--- src/rtl/logic_unit_pkg.sv ---
// Shared opcode definitions for the ALU-family logic blocks.
package logic_unit_pkg;

  typedef logic [2:0] op_t;

  localparam op_t OP_NOT_A = 3'b000;
  localparam op_t OP_NOT_B = 3'b001;
  localparam op_t OP_AND   = 3'b010;
  localparam op_t OP_NAND  = 3'b011;
  localparam op_t OP_XOR   = 3'b100;
  localparam op_t OP_XNOR  = 3'b101;
  localparam op_t OP_OR    = 3'b110;
  localparam op_t OP_NOR   = 3'b111;

endpackage

--- src/rtl/logic_unit_core.sv ---
// Purely combinational WIDTH-bit eight-function logic selector.
module logic_unit_core
  import logic_unit_pkg::*;
#(
  parameter int WIDTH = 8
) (
  input  logic [WIDTH-1:0] i_opA,
  input  logic [WIDTH-1:0] i_b,
  input  logic [2:0]       i_op,
  output logic [WIDTH-1:0] o_result
);

  // Every opcode is legal, so each encoding maps to a defined result.
  always_comb begin
    o_result = '0;
    case (op_t'(i_op))
      OP_NOT_A: o_result = ~i_opA;
      OP_NOT_B: o_result = ~i_b;
      OP_AND:   o_result = i_opA & i_b;
      OP_NAND:  o_result = ~(i_opA & i_b);
      OP_XOR:   o_result = i_opA ^ i_b;
      OP_XNOR:  o_result = ~(i_opA ^ i_b);
      OP_OR:    o_result = i_opA | i_b;
      OP_NOR:   o_result = ~(i_opA | i_b);
      default:  o_result = '0;
    endcase
  end

endmodule

--- src/rtl/logic_unit_pipe.sv ---
// Registered logic unit with valid/ready handshake, accumulator mode and
// an accepted-transaction counter.
module logic_unit_pipe
  import logic_unit_pkg::*;
#(
  parameter int WIDTH = 8,
  parameter int CNT_W = 8
) (
  input  logic             clk,
  input  logic             rst_n,
  input  logic             in_valid,
  output logic             in_ready,
  input  logic [WIDTH-1:0] a,
  input  logic [WIDTH-1:0] b,
  input  logic [2:0]       op,
  input  logic             acc_mode,
  input  logic             acc_clr,
  output logic             out_valid,
  input  logic             out_ready,
  output logic [WIDTH-1:0] out_data,
  output logic             out_zero,
  output logic [WIDTH-1:0] acc,
  output logic [CNT_W-1:0] op_count
);

  logic             r_outValid;
  logic [WIDTH-1:0] r_outData;
  logic             r_outZero;
  logic [WIDTH-1:0] r_acc;
  logic [CNT_W-1:0] r_opCount;

  logic             w_accept;
  logic [WIDTH-1:0] w_opA;
  logic [WIDTH-1:0] w_result;

  assign in_ready = !r_outValid || out_ready;
  assign w_accept = in_valid && in_ready;

  // A same-cycle clear forces the accumulator operand to zero before use.
  assign w_opA = acc_mode ? (acc_clr ? '0 : r_acc) : a;

  logic_unit_core #(.WIDTH(WIDTH)) u_core (
    .i_opA    (w_opA),
    .i_b      (b),
    .i_op     (op),
    .o_result (w_result)
  );

  always_ff @(posedge clk or negedge rst_n) begin
    if (!rst_n) begin
      r_outValid <= 1'b0;
      r_outData  <= '0;
      r_outZero  <= 1'b0;
      r_opCount  <= '0;
    end else if (w_accept) begin
      r_outValid <= 1'b1;
      r_outData  <= w_result;
      r_outZero  <= (w_result == '0);
      r_opCount  <= r_opCount + CNT_W'(1);
    end else if (out_ready) begin
      r_outValid <= 1'b0;
    end
  end

  // An accumulating accept takes priority over a standalone clear.
  always_ff @(posedge clk or negedge rst_n) begin
    if (!rst_n) begin
      r_acc <= '0;
    end else if (w_accept && acc_mode) begin
      r_acc <= w_result;
    end else if (acc_clr) begin
      r_acc <= '0;
    end
  end

  assign out_valid = r_outValid;
  assign out_data  = r_outData;
  assign out_zero  = r_outZero;
  assign acc       = r_acc;
  assign op_count  = r_opCount;

endmodule
--- config.mk ---
export PLATFORM = sky130hd
export DESIGN_NAME = logic_unit_pipe
export DESIGN_NICKNAME = d
export VERILOG_FILES = /design/src/rtl/logic_unit_pkg.sv /design/src/rtl/logic_unit_core.sv /design/src/rtl/logic_unit_pipe.sv
export SDC_FILE = /design/constraint.sdc
export NUM_CORES = 1
export LEC_CHECK = 0
export CAP_MARGIN = 20
export CORE_MARGIN = 3
export CORE_UTILIZATION = 35
export CTS_CLUSTER_DIAMETER = 120
export CTS_CLUSTER_SIZE = 20
export DETAILED_ROUTE_END_ITERATION = 12
export MAX_ROUTING_LAYER = met4
export PLACE_DENSITY_LB_ADDON = 0.1
export RECOVER_POWER = 25
export SYNTH_ARGS = -nofsm -noshare
export SYNTH_HDL_FRONTEND = slang
export SYNTH_HIERARCHICAL = 1
export SYNTH_SLANG_ARGS = --single-unit
--- constraint.sdc ---
create_clock -name clk -period 2.9 [get_ports clk]
set_input_delay 0.29 -clock clk [delete_from_list [all_inputs] [get_ports clk]]
set_output_delay 0.29 -clock clk [all_outputs]
set_load 0.1 [all_outputs]
==> flow_summary.ini <==
[clock_tree]
tritoncts_clock_tree = done
clockBufferDepth = 2
htreeDepth = 1
root_buffer_cell = sky130_fd_sc_hd__clkbuf_8
cts_hold_buf = 0
clock-sinks = 26
clock_insertion_delay_at_the_later_pin_of_the_skew_report_ns = 0.27
path_clk_slew_ns = 0.09
cts_buffers = 3

[power_and_ir_drop]
p_leak_nw = 1.263
share_clk_of_total_power_pct = 15.3
p_int_mw = 0.9264
power.share.switching_pct = 51.71
power.net_switching_mw = 0.9919
power.sequential.fraction_pct = 27.0
comb_power_share_pct = 57.7
worst_ir_drop_vdd_mv = 0.8212
power_density_nw_per_um2 = 727.3

[global_routing]
first_pass_grt_wire_length_um = 7086
grtUsageTotal_pct = 13.76
first_global_vias = 1417
global_route_total_overflow = 0
grt_antenna_before_repair = 0
grt_start_max_net_pins = 27

[placed_design]
dpl.cell_count = 317
gpl.final_weighted_congestion = 0.7721
detailedPlacementHpwl_um = 3440
total_of_buffers_placed_on_input_and_output_ports = 51

[logic_synthesis]
netlist_top_cells_area = sky130_fd_sc_hd__dfrtp_1, sky130_fd_sc_hd__mux2_2, sky130_fd_sc_hd__mux2i_1
synth_cell_type_count = 30
syn_area_um2 = 2048
number_of_flops_mapped_to_enable_cells_by_yosys = 0
synthCells = 197
post_synth_most_frequent_cells = sky130_fd_sc_hd__dfrtp_1, sky130_fd_sc_hd__mux2_2, sky130_fd_sc_hd__inv_1
synthArstFlopShare_pct = 100.0
synth_area_leader_cell = sky130_fd_sc_hd__dfrtp_1
ys_ff_latch = 26
synth.most_common_cell = sky130_fd_sc_hd__dfrtp_1
proportion_of_synthesized_chip_area_in_sequential_cells_pct = 31.77
dominantRegCellSynth = sky130_fd_sc_hd__dfrtp_1
synthesized_netlist_net_count = 239
yosysWarnings = 6
syn_area_per_cell_um2 = 10.40
netlist.area_leader.share_pct = 31.77

[final_layout]
final-instance-count-excl-fill = 321
layout-drive-gt1-share_pct = 27.31
post-route-util_pct = 47.32
antennaDiodeCount = 0
finish.net_count = 292
areaGrowthSynthToFinish_pct = 28.77

[worst_setup_path]
delay_of_the_slowest_cell_on_the_worst_path_ns = 0.50
timing.critical_path.fanout_max = 9
worstSetupEndpointType = flop
critical-path-slowest-cell = sky130_fd_sc_hd__clkdlybuf4s50_1
timing.critical_path.cells = clkdlybuf4s50_1 -> buf_12 -> mux2_2 -> inv_1 -> ha_1 -> nand2b_1 -> and3_1 -> o21ai_1 -> o211ai_1 -> nor4_2 -> nand4_1 -> a21bo_2
worst_path_dominant_cell_family = simple AND/OR/NAND/NOR gates
reg2reg_slack_ns = 0.52
timing_worst_setup_path_type = in -> reg
critPathBufInv = 3
worst-endpoint-arrival_ns = 2.77
critPathRequiredTime_ns = 3.11
timing.critical_path.from_type = primary input

[floorplan]
initial_utilization_pct = 36.75
die_w_um = 82.50
die_height_um = 82.50
num_rows = 27
die_area_um2 = 6806
placeableCoreArea_um2 = 5574
num_io_pins = 52

[sta]
tightest_slew_ns = 1.402
relSlewSlack_pct = 6.501
finalWorstPathRequiredPeriod_ns = 2.557
finalHoldWorstSlack_ns = 0.4821
final.setup_skew_ns = 0.005803
unrepaired_setup_endpoints_after_global_routing = no
max_freq_mhz = 391.1
report.final.hold_viol_count = 0
final_min_period_over_clock_period_pct = 88.16
finalSetupViolations = 0
drv_slew = 0
totalNegativeSetupSlack_ns = 0

[status]
status = finished, final reports clean

[hold_path]
hold_class = reg -> reg

[route]
vias = 1484
routed_via_density = 4.623
detail-route-antenna-nets = 0
firstDrtPassIters = 4
drt_iter0_markers = 81
detail_route.wl_per_cell_um = 13.35
route.detailed.drc = 0
routed_wirelength_um = 4284

[flow_run]
cap_violations = 0
-- power groups by stage --
| stage | combinational, mW | sequential, mW | clock (mW) |
|---|---|---|---|
| floorplan | 0.272 | 1.11 | 0 |
| global placement | 1.11 | 0.530 | 0 |
| detailed placement | 1.12 | 0.526 | 0 |
| CTS | 1.12 | 0.520 | 0.306 |
| global route | 1.16 | 0.533 | 0.319 |
| finish | 1.11 | 0.518 | 0.294 |
-- final cells by class --
type	count	area [um2]
fill	554	2937
clock buffer	3	41.29
sequential	26	650.6
timing repair buffer	58	506.7
tap	72	90.09
multi-input combinational	136	1224
inverter	25	95.09
clock inverter	1	30.03
-- final timing paths --
path | start | endpoint | cells after the start
max | acc_mode | out_zero$_DFFE_PN0P_ | 12
min | op_count[7]$_DFFE_PN0P_ | op_count[7]$_DFFE_PN0P_ | 1
max reg2reg | acc[2]$_DFF_PN0_ | out_zero$_DFFE_PN0P_ | 11
min reg2reg | op_count[7]$_DFFE_PN0P_ | op_count[7]$_DFFE_PN0P_ | 1
max in group asynchronous | rst_n | out_zero$_DFFE_PN0P_ | 2
min in group asynchronous | rst_n | acc[3]$_DFF_PN0_ | 2
-- through the flow --
step | cell area [um2] | power, mW | setup slack, ns
floorplan | 2048 | 1.382 | 0.2226
global placement | 2561 | 1.640 | -0.02184
detailed placement | 2561 | 1.642 | -0.05732
CTS | 2633 | 1.944 | 0.2131
global route | 2638 | 2.015 | 0.1769
finish | 2638 | 1.918 | 0.3434
-- worst register-to-register path, cell delays in order (launching register included) --
cell	delay, ns
sky130_fd_sc_hd__dfrtp_1	0.37
sky130_fd_sc_hd__nor2b_1	0.17
sky130_fd_sc_hd__mux2_2	0.21
sky130_fd_sc_hd__inv_1	0.05
sky130_fd_sc_hd__ha_1	0.29
sky130_fd_sc_hd__nand2b_1	0.06
sky130_fd_sc_hd__and3_1	0.17
sky130_fd_sc_hd__o21ai_1	0.13
sky130_fd_sc_hd__o211ai_1	0.18
sky130_fd_sc_hd__nor4_2	0.38
sky130_fd_sc_hd__nand4_1	0.12
sky130_fd_sc_hd__a21bo_2	0.21
-- logic make-up after synthesis --
family	Yosys count	share of synthesized area, %
and+or+nand+nor	39	12.10
buffers and inverters	35	8.796
adders and majority gates	17	10.38
muxes	47	24.50
DFF	26	31.77
xor gates and xnor gates	21	8.980
AOI/OAI and AO/OA	12	3.483
-- sequential cells by signal, summed over array words and instances, names as in the netlist --
register and count:
out_valid 1, out_data 8, out_zero 1, op_count 8
acc 8
-- per-layer routing --
| layer | share of wire (%) | track usage, % |
|---|---|---|
| met1 | 51 | 20.20 |
| met2 | 45 | 20.35 |
| met3 | 4.7 | 2.495 |
| met4 | 0.19 | 1.471 |
| met5 | 0 | - |
-- layout by cell type, fill, tap and decap left out, drive strengths merged, types with 4 or more instances in the layout --
cell           Yosys  routed
nor2b              9       9
nand2b             4       4
xnor2             21      21
o21ai              8       8
dfrtp             26      26
clkbuf             0       4
nand4              5       5
nand2              8       8
inv               24      24
nand3              4       4
ha                17      17
mux2              25      25
buf               10      33
mux2i             22      22
clkdlybuf4s50      0      22
-- repair_timing --
item | CTS | global route
buffers inserted | 0 | 0
setup endpoints to repair | 0 | 1
gates resized for setup | 0 | 2
(Power assumes the default switching activity.)
